## config.mk

```make
export PLATFORM = sky130hd
export DESIGN_NAME = float_copro_master
export DESIGN_NICKNAME = d
export VERILOG_FILES = /design/src/rtl/float_copro_master.sv
export SDC_FILE = /design/constraint.sdc
export NUM_CORES = 1
export LEC_CHECK = 0
export CAP_MARGIN = 20
export CORE_UTILIZATION = 42
export CTS_BUF_LIST = sky130_fd_sc_hd__clkbuf_8
export DETAILED_ROUTE_END_ITERATION = 8
export GPL_TIMING_DRIVEN = 0
export HOLD_SLACK_MARGIN = 0.05
export PLACE_DENSITY = 0.83
export SYNTH_ARGS = -nofsm -noshare
export SYNTH_HDL_FRONTEND = slang
export SYNTH_SLANG_ARGS = --single-unit
export TNS_END_PERCENT = 50
```

## constraint.sdc

```tcl
create_clock -name clk -period 1.8 [get_ports clk]
set_input_delay 0.36 -clock clk [delete_from_list [all_inputs] [get_ports clk]]
set_output_delay 0.36 -clock clk [all_outputs]
set_load 0.01 [all_outputs]
```

## src/rtl/float_copro_master.sv

```systemverilog
// float_copro_master
// Pipeline-side master for a floating-point coprocessor. It accepts one
// request, issues it to the coprocessor with a valid/complete handshake,
// waits for complete to drop again, then offers the captured result to the
// consumer with a valid/ready handshake.
//
// Optional feature: define COPRO_TIMEOUT_EN to add a 16-bit per-phase
// timeout counter. When it is undefined the block waits indefinitely in
// ISSUE and RELEASE and rsp_error stays 0.
module float_copro_master #(
  parameter int TIMEOUT_CYCLES = 255
) (
  input  logic        clk,
  input  logic        rst_n,
  input  logic        req_valid,
  output logic        req_ready,
  input  logic [10:0] req_opcode,
  input  logic [31:0] req_op0,
  input  logic [31:0] req_op1,
  output logic        rsp_valid,
  input  logic        rsp_ready,
  output logic [31:0] rsp_result,
  output logic        rsp_error,
  output logic        copro_valid,
  output logic [10:0] copro_opcode,
  output logic [31:0] copro_op0,
  output logic [31:0] copro_op1,
  input  logic        copro_complete,
  input  logic [31:0] copro_result,
  output logic        busy
);

  // Reject parameter values the 16-bit counter cannot represent.
  if ((TIMEOUT_CYCLES < 1) || (TIMEOUT_CYCLES > 65535)) begin : g_bad_timeout
    $error("float_copro_master: TIMEOUT_CYCLES must be in 1..65535");
  end

  typedef enum logic [1:0] {
    S_IDLE    = 2'd0,
    S_ISSUE   = 2'd1,
    S_RELEASE = 2'd2,
    S_RESPOND = 2'd3
  } state_e;

  state_e state_q, state_d;

  logic        copro_valid_q, copro_valid_d;
  logic [10:0] copro_opcode_q, copro_opcode_d;
  logic [31:0] copro_op0_q, copro_op0_d;
  logic [31:0] copro_op1_q, copro_op1_d;
  logic        rsp_valid_q, rsp_valid_d;
  logic [31:0] rsp_result_q, rsp_result_d;
  logic        rsp_error_q, rsp_error_d;

  logic        accept;
  logic        timeout_hit;

  // A complete still high from an abandoned command keeps us from accepting.
  assign req_ready = (state_q == S_IDLE) && !copro_complete;
  assign busy      = (state_q != S_IDLE);
  assign accept    = req_valid && req_ready;

`ifdef COPRO_TIMEOUT_EN
  localparam logic [15:0] TIMEOUT_LIMIT = 16'(TIMEOUT_CYCLES);

  logic [15:0] timeout_cnt_q, timeout_cnt_d;

  // The count that would be reached on this edge hitting the limit ends the phase.
  assign timeout_hit = ((timeout_cnt_q + 16'd1) == TIMEOUT_LIMIT);

  // Counter restarts on every state entry and only advances in the two wait phases.
  always_comb begin
    timeout_cnt_d = 16'd0;
    if ((state_d == state_q) && ((state_q == S_ISSUE) || (state_q == S_RELEASE))) begin
      timeout_cnt_d = timeout_cnt_q + 16'd1;
    end
  end

  // Timeout counter register.
  always_ff @(posedge clk) begin
    if (!rst_n) begin
      timeout_cnt_q <= 16'd0;
    end else begin
      timeout_cnt_q <= timeout_cnt_d;
    end
  end
`else
  assign timeout_hit = 1'b0;
`endif

  // State register.
  always_ff @(posedge clk) begin
    // NOTE: sequential state uses non-blocking assignments so every flop
    // samples pre-edge values regardless of block ordering.
    if (!rst_n) begin
      state_q <= S_IDLE;
    end else begin
      state_q <= state_d;
    end
  end

  // Next-state logic: complete has priority over a same-cycle timeout.
  always_comb begin
    // NOTE: every combinational output gets a default first so no path
    // through the case leaves it unassigned, which would infer a latch.
    state_d = state_q;
    unique case (state_q)
      S_IDLE: begin
        if (accept) state_d = S_ISSUE;
      end
      S_ISSUE: begin
        if (copro_complete || timeout_hit) state_d = S_RELEASE;
      end
      S_RELEASE: begin
        if (!copro_complete || timeout_hit) state_d = S_RESPOND;
      end
      S_RESPOND: begin
        if (rsp_ready) state_d = S_IDLE;
      end
      default: state_d = S_IDLE;
    endcase
  end

  // Output logic: next values of the registered command and response fields.
  always_comb begin
    copro_valid_d  = copro_valid_q;
    copro_opcode_d = copro_opcode_q;
    copro_op0_d    = copro_op0_q;
    copro_op1_d    = copro_op1_q;
    rsp_valid_d    = rsp_valid_q;
    rsp_result_d   = rsp_result_q;
    rsp_error_d    = rsp_error_q;
    unique case (state_q)
      S_IDLE: begin
        if (accept) begin
          copro_valid_d  = 1'b1;
          copro_opcode_d = req_opcode;
          copro_op0_d    = req_op0;
          copro_op1_d    = req_op1;
        end
      end
      S_ISSUE: begin
        if (copro_complete) begin
          copro_valid_d = 1'b0;
          rsp_result_d  = copro_result;
          rsp_error_d   = 1'b0;
        end else if (timeout_hit) begin
          copro_valid_d = 1'b0;
          rsp_result_d  = 32'd0;
          rsp_error_d   = 1'b1;
        end
      end
      S_RELEASE: begin
        if (!copro_complete) begin
          rsp_valid_d = 1'b1;
        end else if (timeout_hit) begin
          rsp_valid_d = 1'b1;
          rsp_error_d = 1'b1;
        end
      end
      S_RESPOND: begin
        if (rsp_ready) rsp_valid_d = 1'b0;
      end
      default: begin
        copro_valid_d = 1'b0;
        rsp_valid_d   = 1'b0;
      end
    endcase
  end

  // Registered outputs; reset abandons any in-flight command silently.
  always_ff @(posedge clk) begin
    if (!rst_n) begin
      copro_valid_q  <= 1'b0;
      copro_opcode_q <= 11'd0;
      copro_op0_q    <= 32'd0;
      copro_op1_q    <= 32'd0;
      rsp_valid_q    <= 1'b0;
      rsp_result_q   <= 32'd0;
      rsp_error_q    <= 1'b0;
    end else begin
      copro_valid_q  <= copro_valid_d;
      copro_opcode_q <= copro_opcode_d;
      copro_op0_q    <= copro_op0_d;
      copro_op1_q    <= copro_op1_d;
      rsp_valid_q    <= rsp_valid_d;
      rsp_result_q   <= rsp_result_d;
      rsp_error_q    <= rsp_error_d;
    end
  end

  assign copro_valid  = copro_valid_q;
  assign copro_opcode = copro_opcode_q;
  assign copro_op0    = copro_op0_q;
  assign copro_op1    = copro_op1_q;
  assign rsp_valid    = rsp_valid_q;
  assign rsp_result   = rsp_result_q;
  assign rsp_error    = rsp_error_q;

endmodule

```

Word level (Yosys, flattened, before mapping). Index checks and enable logic that the tools add are counted.

Word-level logic and storage cells: 37. Register bits after elaboration: 111. Bits in writable memories: 0. ROM bits: 0. Bits in latches: 0. Output and inout port bits: 112. Memories kept: 0. Input bits: 112.

Reduce and logical (&&, ||, !) cells: 12. Order comparisons: 0. Shift operators: 0. $mul: 0. Add/subtract/negate cells: 0. Mux-type cells: 11. Div/mod/pow operators: 0. Equal/unequal tests: 7. Bitwise operators: 0.

Operator list (count): 2-to-1 mux 2 bit (4); inequality test 2 bit, second input constant (4); case mux 2 bit (4 select lines) (1); AND reduction 3 bit (2); nonzero test 2 bit (3); == test 2 bit, second input constant (2); 2-to-1 mux 1 bit (4); case mux 1 bit (2 select lines) (2); AND reduction 2 bit (2); AND reduction 4 bit (1); == test 2 x 1 -> 1 bit, second input constant (1); logical AND 1 bit (2); logical NOT 2 bit (1); logical NOT 1 bit (1).

Logic depth before layout (Yosys ltp). Gate-level depths: netlist (run 1).

Depth in word-level cells: 5. Gate-level depth with buffers: 7. Mapped depth without buffers: 5.

Worst setup path after synthesis (run 1). Ideal clock, no wire load.

Path kind: reg2reg. Start: register state_q[0]. End: register copro_op0_q[12] (netlist: copro_op0[12]). Setup time: 0.118 ns. Period minus slack after synthesis: 1.476 ns. Setup slack: 0.324 ns. Path buffers: 2. Required time: 1.682 ns. Stages on the path, launching flop included: 8. Data arrival time: 1.358 ns. Path through: dfxtp_1 inv_1 ha_1 and3b_2 buf_12 buf_8 nand2_1 a21boi_2.

Word-level cells in the longest chain between the ends: 4.

RTL lines: start, declared (line 45) `state_e state_q, state_d;`; start signal, assigned (line 98) `state_q <= state_d;`; logical NOT 2 bit * (line 59, 133); logical AND 1 bit (line 59) `assign req_ready = (state_q == S_IDLE) && !copro_complete;`; logical AND 1 bit (line 61) `assign accept = req_valid && req_ready;`; AND reduction 2 bit (no line) *; end signal, assigned (line 184) `copro_op0_q <= copro_op0_d;`; end, declared (line 49) `logic [31:0] copro_op0_q, copro_op0_d;`.

Every way passes the cells marked *; elsewhere a longest branch is shown, timed or not. A chain may end at the register's enable or synchronous reset.

Final worst setup path (run 1).
Start: register state_q[0]. End: output port req_ready.

Word-level cells in the longest chain between the ends: 2.

RTL lines: logical NOT 2 bit (line 59); logical AND 1 bit (line 59); end, declared (line 16) `output logic req_ready,`.

No other way between the ends.

==> results of run 1 <==
-- worst reg2reg max path, delay by kind of cell, from the launching register on --
family / cells / cell delay [ns]
AO/OA/AOI/OAI: 1 / 0.21
adder cells (fa/ha/maj): 1 / 0.24
buffers and inverters: 2 / 0.43
flip-flops: 1 / 0.38
AND/OR/NAND/NOR: 2 / 0.30
-- layer usage --
| layer | GRT usage, % | vias up | wire length [um] |
|---|---|---|---|
| met1 | 23.15 | 1886 | 4674 |
| li1 | - | 2062 | - |
| met5 | 0 | - | 0 |
| met2 | 39.87 | 175 | 6128 |
| met4 | 9.325 | 0 | 301 |
| met3 | 7.792 | 23 | 1107 |
-- worst max-delay path by stage --
stage / start / endpoint / slack [ns]
2_1_floorplan: state_q[0] / copro_op0[12] / 0.32
3_3_place_gp: state_q[0] / req_ready / -0.07
3_5_place_dp: state_q[0] / req_ready / -0.11
4_1_cts: state_q[1] / req_ready / 0.01
5_1_grt: state_q[1] / rsp_result[21] / -0.002
6_report: state_q[0] / req_ready / 0.11
-- final cells by class --
cell class,instances,area [sq um]
Tap cell,136,170.2
Inverter,4,15.01
Fill cell,843,3252
Sequential cell,111,2225
Multi-Input combinational cell,349,2046
Buffer,37,244.0
Timing Repair Buffer,222,2216
Clock buffer,9,123.9
Clock inverter,7,78.83
-- flip-flops by register name (all words and copies together) (netlist names) --
name          cells
state_q           2
rsp_valid         1
copro_opcode     11
rsp_result       32
copro_valid       1
copro_op1        32
copro_op0        32
-- what timing repair did --
action,4_1_cts,5_1_grt
resized for setup,9,3
pin swaps,1,0
endpoints found under the setup margin,2,5
hold buffers,0,0
endpoints found under the hold margin,0,0
setup buffers,0,2
-- stage by stage --
step           std cells  util (%)  setup TNS, ns  power, mW
5_1_grt              875     68.64      -0.002302      7.164
3_5_place_dp         857     66.39        -0.1120      5.247
3_3_place_gp         857     66.39       -0.06592      5.151
6_report             875     68.64              0      6.769
2_1_floorplan        501         -              0      4.101
4_1_cts              873     68.47              0      6.813
-- synth_stat cells --
library cell  instances  share of area [%]
and3b_2               1               0.22
nand2_1             220                 18
nor3b_1               1               0.17
mux2_2                1               0.25
mux2i_1               2               0.44
buf_8                 5                1.7
nor2_1                1              0.083
buf_4                 4               0.67
a32oi_1               1               0.19
a21boi_1              4               0.67
buf_2                12                1.3
inv_1                 4               0.33
buf_1                 1              0.083
nor2b_1               1               0.14
buf_12                1               0.44
and2_1                1               0.14
dfxtp_1             111                 49
conb_1                1              0.083
a221oi_4              1               0.58
a21boi_0             54                9.0
o21ai_0               2               0.22
a21boi_2             50                 12
nand3b_4              1               0.44
nand2b_1              2               0.28
ha_1                  5                1.4
clkbuf_1             14                1.2
-- report_power, final --
part / internal, mW / switching (mW)
Sequential: 2.78 / 0.178
Combinational: 1.24 / 1.05
Clock: 0.665 / 0.867
-- cell families after synthesis --
kind of cell | Yosys count | share of synthesized area, %
AO/OA/AOI/OAI | 112 | 23.13
adder cells (fa/ha/maj) | 5 | 1.387
other | 1 | 0.08311
flip-flops | 111 | 49.25
multiplexers | 3 | 0.6933
buffers and inverters | 41 | 5.685
AND/OR/NAND/NOR | 228 | 19.77
==> flow_metrics.env, run 1 <==
export IMPL_yosysUniqueCellTypes=26
export IMPL_postLayoutCellArea_sq_mm=0.007118
export IMPL_drt_iter0_drc=150
export IMPL_overflow=0
export IMPL_cp_num_cells=5
export IMPL_critPathSlowestCell="dfxtp_2"
export IMPL_grt_pass1_wl_mm=19.66
export IMPL_cpPeakStageDelay_ns=0.36
export IMPL_antenna_found_initial=0
export IMPL_root_buffer="clkbuf_8"
export IMPL_layout_common_cells="220 x nand2_1, 218 x clkdlybuf4s50_1, 109 x dfxtp_1, 54 x a21boi_0, 50 x a21boi_2"
export IMPL_start_kind="flop"
export IMPL_fin_skew_ns=0.01226
export IMPL_core_rowCount=37
export IMPL_path_delay_family="buffers and inverters"
export IMPL_io_pins=224
export IMPL_grtUsageTotal_pct=22.12
export IMPL_max_clock_path_buffers=2
export IMPL_rr_worst_depth=6
export IMPL_status="finished clean"
export IMPL_syn_area_per_cell_sq_um=9.006
export IMPL_ff2ff_setup_slack_ns=0.19
export IMPL_synth_nets=618
export IMPL_drt_wl_total_mm=12.21
export IMPL_gp_congestion=0.7532
export IMPL_slew_violations=0
export IMPL_powerDensity_mw_per_mm2=951.0
export IMPL_start_util_pct=43.51
export IMPL_crit_fanout=4
export IMPL_clk_insertion_delay_late_ns=0.35
export IMPL_yosysWarnings=0
export IMPL_setup_viol=0
export IMPL_place_area_sq_mm=0.006884
export IMPL_chipWidth_um=105.6
export IMPL_hold_depth=2
export IMPL_drc=0
export IMPL_wire_per_inst_um=13.96
export IMPL_cts_made_buffers=9
export IMPL_r2r_start="state_q[1]"
export IMPL_leakagePower_nw=2.520
export IMPL_hold_end="copro_opcode[4]"
export IMPL_die_y_um=105.6
export IMPL_path_clk_slew_ns=0.10
export IMPL_vias=4146
export IMPL_min_path_type="input pin to flop"
export IMPL_dp_slack_ns=-0.1079
export IMPL_hold_violations=0
export IMPL_synth_area_sq_mm=0.004512
export IMPL_synth_seq_area_share_pct=49.25
export IMPL_port_buffers=220
export IMPL_fin_crit_ns=1.691
export IMPL_crit_buf_inv=3
export IMPL_syn_to_final_growth_pct=57.76
export IMPL_layout_commonest_cell="nand2_1"
export IMPL_die_area_sq_mm=0.01116
export IMPL_clock_sinks=111
export IMPL_crit_path_end_kind="primary output"
export IMPL_grt_max_degree=20
export IMPL_path_class="flop to primary output"
export IMPL_drive_gt1_share_pct=13.53
export IMPL_h_tree_depth=3
export IMPL_setup_ws_ns=0.1087
export IMPL_hpwl_mm=9.625
export IMPL_viasPerCell=4.738
export IMPL_fp_coreArea_sq_mm=0.01037
export IMPL_grt_pass1_vias=4215
export IMPL_cts_tree="yes"
export IMPL_syn_inst=501
export IMPL_peakVddDrop_uv=541.7
export IMPL_arrival_ns=1.33
export IMPL_rsz0062_at_grt="true"
export IMPL_fmax_mhz=591.2
export IMPL_diodes=0
export IMPL_layout_nets=851
export IMPL_final_antenna_net_count=0
export IMPL_maxCapViolCount=0
export IMPL_holdWs_ns=0.3656
export IMPL_period_share_pct=93.96
export IMPL_worstPathCellList="inv_2 > ha_4 > inv_1 > nor2_1 > clkdlybuf4s15_1"
export IMPL_min_from="rst_n"
export IMPL_synth_seq_cells=111
export IMPL_dr_pass1_iters=6
export IMPL_rr_endpoint="rsp_result[26]"
export IMPL_cp_data_required_time_ns=1.44
No activity file was read; power rests on OpenSTA's default activity.
==> run 2: changes to the inputs <==
--- a/config.mk
+++ b/config.mk
@@ -11,6 +11,7 @@
 export DETAILED_ROUTE_END_ITERATION = 8
 export GPL_TIMING_DRIVEN = 0
 export HOLD_SLACK_MARGIN = 0.05
+export MAX_ROUTING_LAYER = met4
 export PLACE_DENSITY = 0.83
 export SYNTH_ARGS = -nofsm -noshare
 export SYNTH_HDL_FRONTEND = slang
==> run 2 against run 1 <==
  * Setup slack got worse by 0.0028 ns
  * Sequential power barely moved
  * Global-route usage rose by 0.65 points
  * Critical path type unchanged
  * Critical endpoint unchanged
==> flow_metrics.env, run 2 (synthesis gave the netlist of run 1 again) <==
export IMPL_worstPathCellList="inv_2 > ha_4 > inv_1 > nor2_1 > clkdlybuf4s15_1"
export IMPL_start_util_pct=43.51
export IMPL_min_path_type="input pin to flop"
export IMPL_clock_sinks=111
export IMPL_core_rowCount=37
export IMPL_port_buffers=220
export IMPL_rr_worst_depth=6
export IMPL_root_buffer="clkbuf_8"
export IMPL_grt_pass1_vias=4229
export IMPL_p_clk_share_pct=22.6
export IMPL_period_share_pct=94.12
export IMPL_cts_tree="yes"
export IMPL_hold_depth=2
export IMPL_final_antenna_net_count=0
export IMPL_fin_crit_ns=1.694
export IMPL_grt_pass1_wl_mm=19.60
export IMPL_dr_pass1_iters=7
export IMPL_io_pins=224
export IMPL_power_switching_mw=2.095
export IMPL_powerDensity_mw_per_mm2=951.3
export IMPL_cp_data_required_time_ns=1.44
export IMPL_holdBufCountCts=0
export IMPL_hpwl_mm=9.625
export IMPL_leakagePower_nw=2.520
export IMPL_rsz0062_at_grt="true"
export IMPL_diodes=0
export IMPL_hold_violations=0
export IMPL_grtUsageTotal_pct=22.76
export IMPL_slew_violations=0
export IMPL_maxCapViolCount=0
export IMPL_place_area_sq_mm=0.006884
export IMPL_p_sw_share_pct=30.94
export IMPL_fp_coreArea_sq_mm=0.01037
export IMPL_setup_ws_ns=0.1059
export IMPL_arrival_ns=1.33
export IMPL_vias=4127
export IMPL_chipWidth_um=105.6
export IMPL_drt_iter0_drc=178
export IMPL_layout_nets=851
export IMPL_total_power_mw=6.771
export IMPL_cpPeakStageDelay_ns=0.36
export IMPL_layout_common_cells="220 x nand2_1, 218 x clkdlybuf4s50_1, 109 x dfxtp_1, 54 x a21boi_0, 50 x a21boi_2"
export IMPL_p_seq_share_pct=43.6
export IMPL_antenna_found_initial=0
export IMPL_path_class="flop to primary output"
export IMPL_layout_commonest_cell="nand2_1"
export IMPL_grt_max_degree=20
export IMPL_fmax_mhz=590.3
export IMPL_drive_gt1_share_pct=13.53
export IMPL_path_clk_slew_ns=0.10
export IMPL_fin_skew_ns=0.01202
export IMPL_wire_per_inst_um=13.99
export IMPL_cts_made_buffers=9
export IMPL_start_kind="flop"
export IMPL_gp_congestion=0.7630
export IMPL_peakVddDrop_uv=543.2
export IMPL_drt_wl_total_mm=12.24
export IMPL_crit_fanout=4
export IMPL_overflow=0
export IMPL_syn_to_final_growth_pct=57.76
export IMPL_h_tree_depth=3
export IMPL_die_y_um=105.6
export IMPL_pwr_share_comb_pct=33.8
export IMPL_dp_slack_ns=-0.1079
export IMPL_p_int_mw=4.676
export IMPL_critPathSlowestCell="dfxtp_2"
export IMPL_setup_viol=0
export IMPL_viasPerCell=4.717
export IMPL_drc=0
export IMPL_max_clock_path_buffers=2
export IMPL_die_area_sq_mm=0.01116
export IMPL_postLayoutCellArea_sq_mm=0.007118
export IMPL_clk_insertion_delay_late_ns=0.36
export IMPL_fillers=843
export IMPL_crit_path_end_kind="primary output"
export IMPL_status="finished clean"
==> run 2: cell counts in the layout (fill, tap and decap cells not counted) <==
No cell type changed its count.
==> run 2: repair_timing <==
action                                  in CTS  in global routing
gates resized for setup                      9                  3
setup buffers                                0                  2
pin swaps                                    1                  0
endpoints found under the setup margin       2                  5
==> run 2: layer usage <==
metal / global-route usage [%] / wire (um) / vias up / part of all wire (%)
met3: 5.751 / 836 / 22 / 6.8
met1: 24.47 / 4959 / 1879 / 41
met4: 9.325 / 296 / 0 / 2.4
li1: - / - / 2062 / -
met2: 39.87 / 6147 / 164 / 50
met5: - / 0 / - / 0
==> run 2: critical path, delay by kind of cell (launching register included) <==
kind	cells	cell delay, ns
DFF	1	0.36
adders and majority gates	1	0.15
buffers and inverters	3	0.38
and+or+nand+nor	1	0.09
==> run 2: cell type report <==
cell class | count | area, sq um | share of cell area (%)
clock inverters | 7 | 78.83 | 1.107
repair buffers | 222 | 2216 | 31.13
inverters | 4 | 15.01 | 0.2109
well taps | 136 | 170.2 | 2.391
clock buffers | 9 | 123.9 | 1.740
multi-input cells | 349 | 2046 | 28.74
flip-flops and latches | 111 | 2225 | 31.25
plain buffers | 37 | 244.0 | 3.428
==> run 2: worst paths after layout <==
check,from,to,slack (ns)
setup / recovery,state_q[1],req_ready,0.11
hold / removal,rst_n,copro_opcode[4],0.36
setup reg to reg,state_q[1],rsp_result[26],0.19
hold reg to reg,rsp_result[4],rsp_result[4],0.47
==> run 2: metrics by stage <==
stage                     util (%)  hold WS, ns  cells    TNS, ns
final                        68.64       0.3640    875          0
after floorplan                  -       0.4677    501          0
after global placement       66.39       0.4431    857   -0.06592
after detailed placement     66.39       0.4553    857    -0.1120
after CTS                    68.47       0.3494    873          0
after global routing         68.64       0.3493    875  -0.002314
==> run 2: power groups by stage <==
| stage | Sequential, mW | Combinational, mW | Clock [mW] |
|---|---|---|---|
| global route | 2.99 | 2.49 | 1.68 |
| CTS | 2.95 | 2.28 | 1.58 |
| global placement | 2.98 | 2.17 | 0 |
| finish | 2.95 | 2.29 | 1.53 |
| floorplan | 3.13 | 0.974 | 0 |
| detailed placement | 3.00 | 2.24 | 0 |
==> run 3: changes to the inputs <==
--- a/config.mk
+++ b/config.mk
@@ -5,7 +5,8 @@
 export SDC_FILE = /design/constraint.sdc
 export NUM_CORES = 1
 export LEC_CHECK = 0
-export CAP_MARGIN = 20
+export CAP_MARGIN = 25
+export CORE_MARGIN = 2
 export CORE_UTILIZATION = 42
 export CTS_BUF_LIST = sky130_fd_sc_hd__clkbuf_8
 export DETAILED_ROUTE_END_ITERATION = 8
==> run 3 against run 2 <==
  * Combinational power is 2% lower
  * Setup slack better by 0.0013 ns
  * Non-clock buffer count is 1 lower
  * Register-to-register slack worse by 0.03 ns
  * Die area is 3.8% higher
  * Via count is 0.82% lower
  * Routed wire length is 0.54% lower
  * Sequential cell count stayed put
  * Global-route usage is 1.4 points lower
  * Critical path type unchanged
  * Critical endpoint is now busy
  * Highest routed layer unchanged
==> flow_metrics.env, run 3 (synthesis gave the netlist of run 1 again) <==
export IMPL_final_antenna_net_count=0
export IMPL_grt_busiest_layer="met2"
export IMPL_r2r_start="state_q[1]"
export IMPL_fmax_mhz=590.7
export IMPL_p_int_mw=4.755
export IMPL_peakVddDrop_uv=532.8
export IMPL_dr_pass1_iters=4
export IMPL_crit_fanout=5
export IMPL_path_class="flop to primary output"
export IMPL_wire_per_inst_um=13.93
export IMPL_hpwl_mm=9.515
export IMPL_grtUsageMet3_pct=5.630
export IMPL_worstPathCellList="inv_2 > ha_4 > inv_1 > dlygate4sd2_1"
export IMPL_layout_commonest_cell="nand2_1"
export IMPL_path_clk_slew_ns=0.10
export IMPL_status="finished clean"
export IMPL_diodes=0
export IMPL_clock_sinks=111
export IMPL_p_seq_share_pct=43.5
export IMPL_io_pins=224
export IMPL_p_clk_share_pct=23.3
export IMPL_endpoint="busy"
export IMPL_dp_cells=857
export IMPL_fp_coreArea_sq_mm=0.01037
export IMPL_cts_made_buffers=9
export IMPL_grt_max_degree=18
export IMPL_grt_pass1_wl_mm=19.02
export IMPL_cpPeakStageDelay_ns=0.38
export IMPL_core_rowCount=37
export IMPL_start_kind="flop"
export IMPL_total_power_mw=6.781
export IMPL_fin_skew_ns=0.007469
export IMPL_start_util_pct=43.51
export IMPL_critPathSlowestCell="dfxtp_2"
export IMPL_grtUsageTotal_pct=21.38
export IMPL_period_share_pct=94.05
export IMPL_hold_violations=0
export IMPL_slew_violations=0
export IMPL_overflow=0
export IMPL_maxCapViolCount=0
export IMPL_setup_viol=0
export IMPL_fin_crit_ns=1.693
export IMPL_cts_tree="yes"
export IMPL_cp_data_required_time_ns=1.44
export IMPL_powerDensity_mw_per_mm2=952.7
export IMPL_gp_congestion=0.7861
export IMPL_power_switching_mw=2.027
export IMPL_holdBufCountCts=0
export IMPL_chipWidth_um=107.6
export IMPL_leakagePower_nw=2.519
export IMPL_max_clock_path_buffers=2
export IMPL_viasPerCell=4.683
export IMPL_drt_wl_total_mm=12.17
export IMPL_layout_cells_non_filler=874
export IMPL_crit_path_start="state_q[0]"
export IMPL_drc=0
export IMPL_min_path_type="input pin to flop"
export IMPL_arrival_ns=1.33
export IMPL_place_area_sq_mm=0.006884
export IMPL_layout_common_cells="220 x nand2_1, 218 x clkdlybuf4s50_1, 109 x dfxtp_1, 54 x a21boi_0, 50 x a21boi_2"
export IMPL_layout_nets=850
export IMPL_drive_gt1_share_pct=13.41
export IMPL_fin_tns_setup_ns=0
export IMPL_p_sw_share_pct=29.89
export IMPL_met2_usage_pct=36.52
export IMPL_drt_iter0_drc=205
export IMPL_postLayoutCellArea_sq_mm=0.007118
export IMPL_rr_endpoint="rsp_result[5]"
export IMPL_die_area_sq_mm=0.01159
export IMPL_pwr_share_comb_pct=33.2
export IMPL_port_buffers=220
export IMPL_ff2ff_setup_slack_ns=0.16
export IMPL_die_y_um=107.6
export IMPL_antenna_found_initial=0
export IMPL_rr_worst_depth=6
export IMPL_use_met1_pct=23.53
export IMPL_crit_path_end_kind="primary output"
export IMPL_grt_pass1_vias=4087
export IMPL_vias=4093
export IMPL_syn_to_final_growth_pct=57.76
export IMPL_clk_insertion_delay_late_ns=0.37
export IMPL_h_tree_depth=3
export IMPL_root_buffer="clkbuf_8"
export IMPL_rsz0062_at_grt="true"
[run 3: routing by layer]
metal | part of all wire [%] | vias to the layer above
met5 | 0 | -
met4 | 2.0 | 0
met3 | 8.1 | 18
met2 | 49 | 157
met1 | 40 | 1858
li1 | - | 2060
[run 3: timing repair]
item	4_1_cts	5_1_grt
setup endpoints to repair	2	4
pin swaps	0	1
setup buffers	0	1
gates resized for setup	9	1
[run 3: worst min path at each step]
stage	slack [ns]	depth (start not counted)	startpoint	end
global route	0.39	2	rst_n	copro_opcode[4]
detailed placement	0.46	2	copro_op0[24]	copro_op0[24]
global placement	0.44	2	rsp_result[2]	rsp_result[2]
finish	0.36	2	rst_n	copro_opcode[10]
CTS	0.34	2	rst_n	copro_opcode[4]
floorplan	0.47	2	state_q[1]	state_q[1]
[run 3: final cells by class]
cell class | count | area (sq um)
multi-input cells | 349 | 2046
inverters | 4 | 15.01
repair buffers | 221 | 2203
flip-flops and latches | 111 | 2225
plain buffers | 37 | 241.5
fillers | 816 | 3252
clock inverters | 4 | 52.55
well taps | 136 | 170.2
clock buffers | 12 | 165.2
[run 3: critical path, delay by kind of cell (launching register included)]
kind	cells	cell delay [ns]
buffers and inverters	3	0.41
adder cells (fa/ha/maj)	1	0.18
flip-flops	1	0.38
[run 3: stage by stage]
stage          hold WS (ns)  setup WS (ns)  utilization, %
2_1_floorplan        0.4677         0.3238               -
3_3_place_gp         0.4400       -0.07296           66.39
3_5_place_dp         0.4561       -0.09271           66.39
4_1_cts              0.3436       0.001932           68.62
5_1_grt              0.3911      -0.009705           68.64
6_report             0.3601         0.1071           68.64
[run 3: power groups by stage]
stage | clock (mW) | sequential [mW] | combinational [mW]
finish | 1.58 | 2.95 | 2.25
global route | 1.72 | 2.99 | 2.45
CTS | 1.64 | 2.95 | 2.25
detailed placement | 0 | 3.00 | 2.23
global placement | 0 | 2.98 | 2.17
floorplan | 0 | 3.13 | 0.974
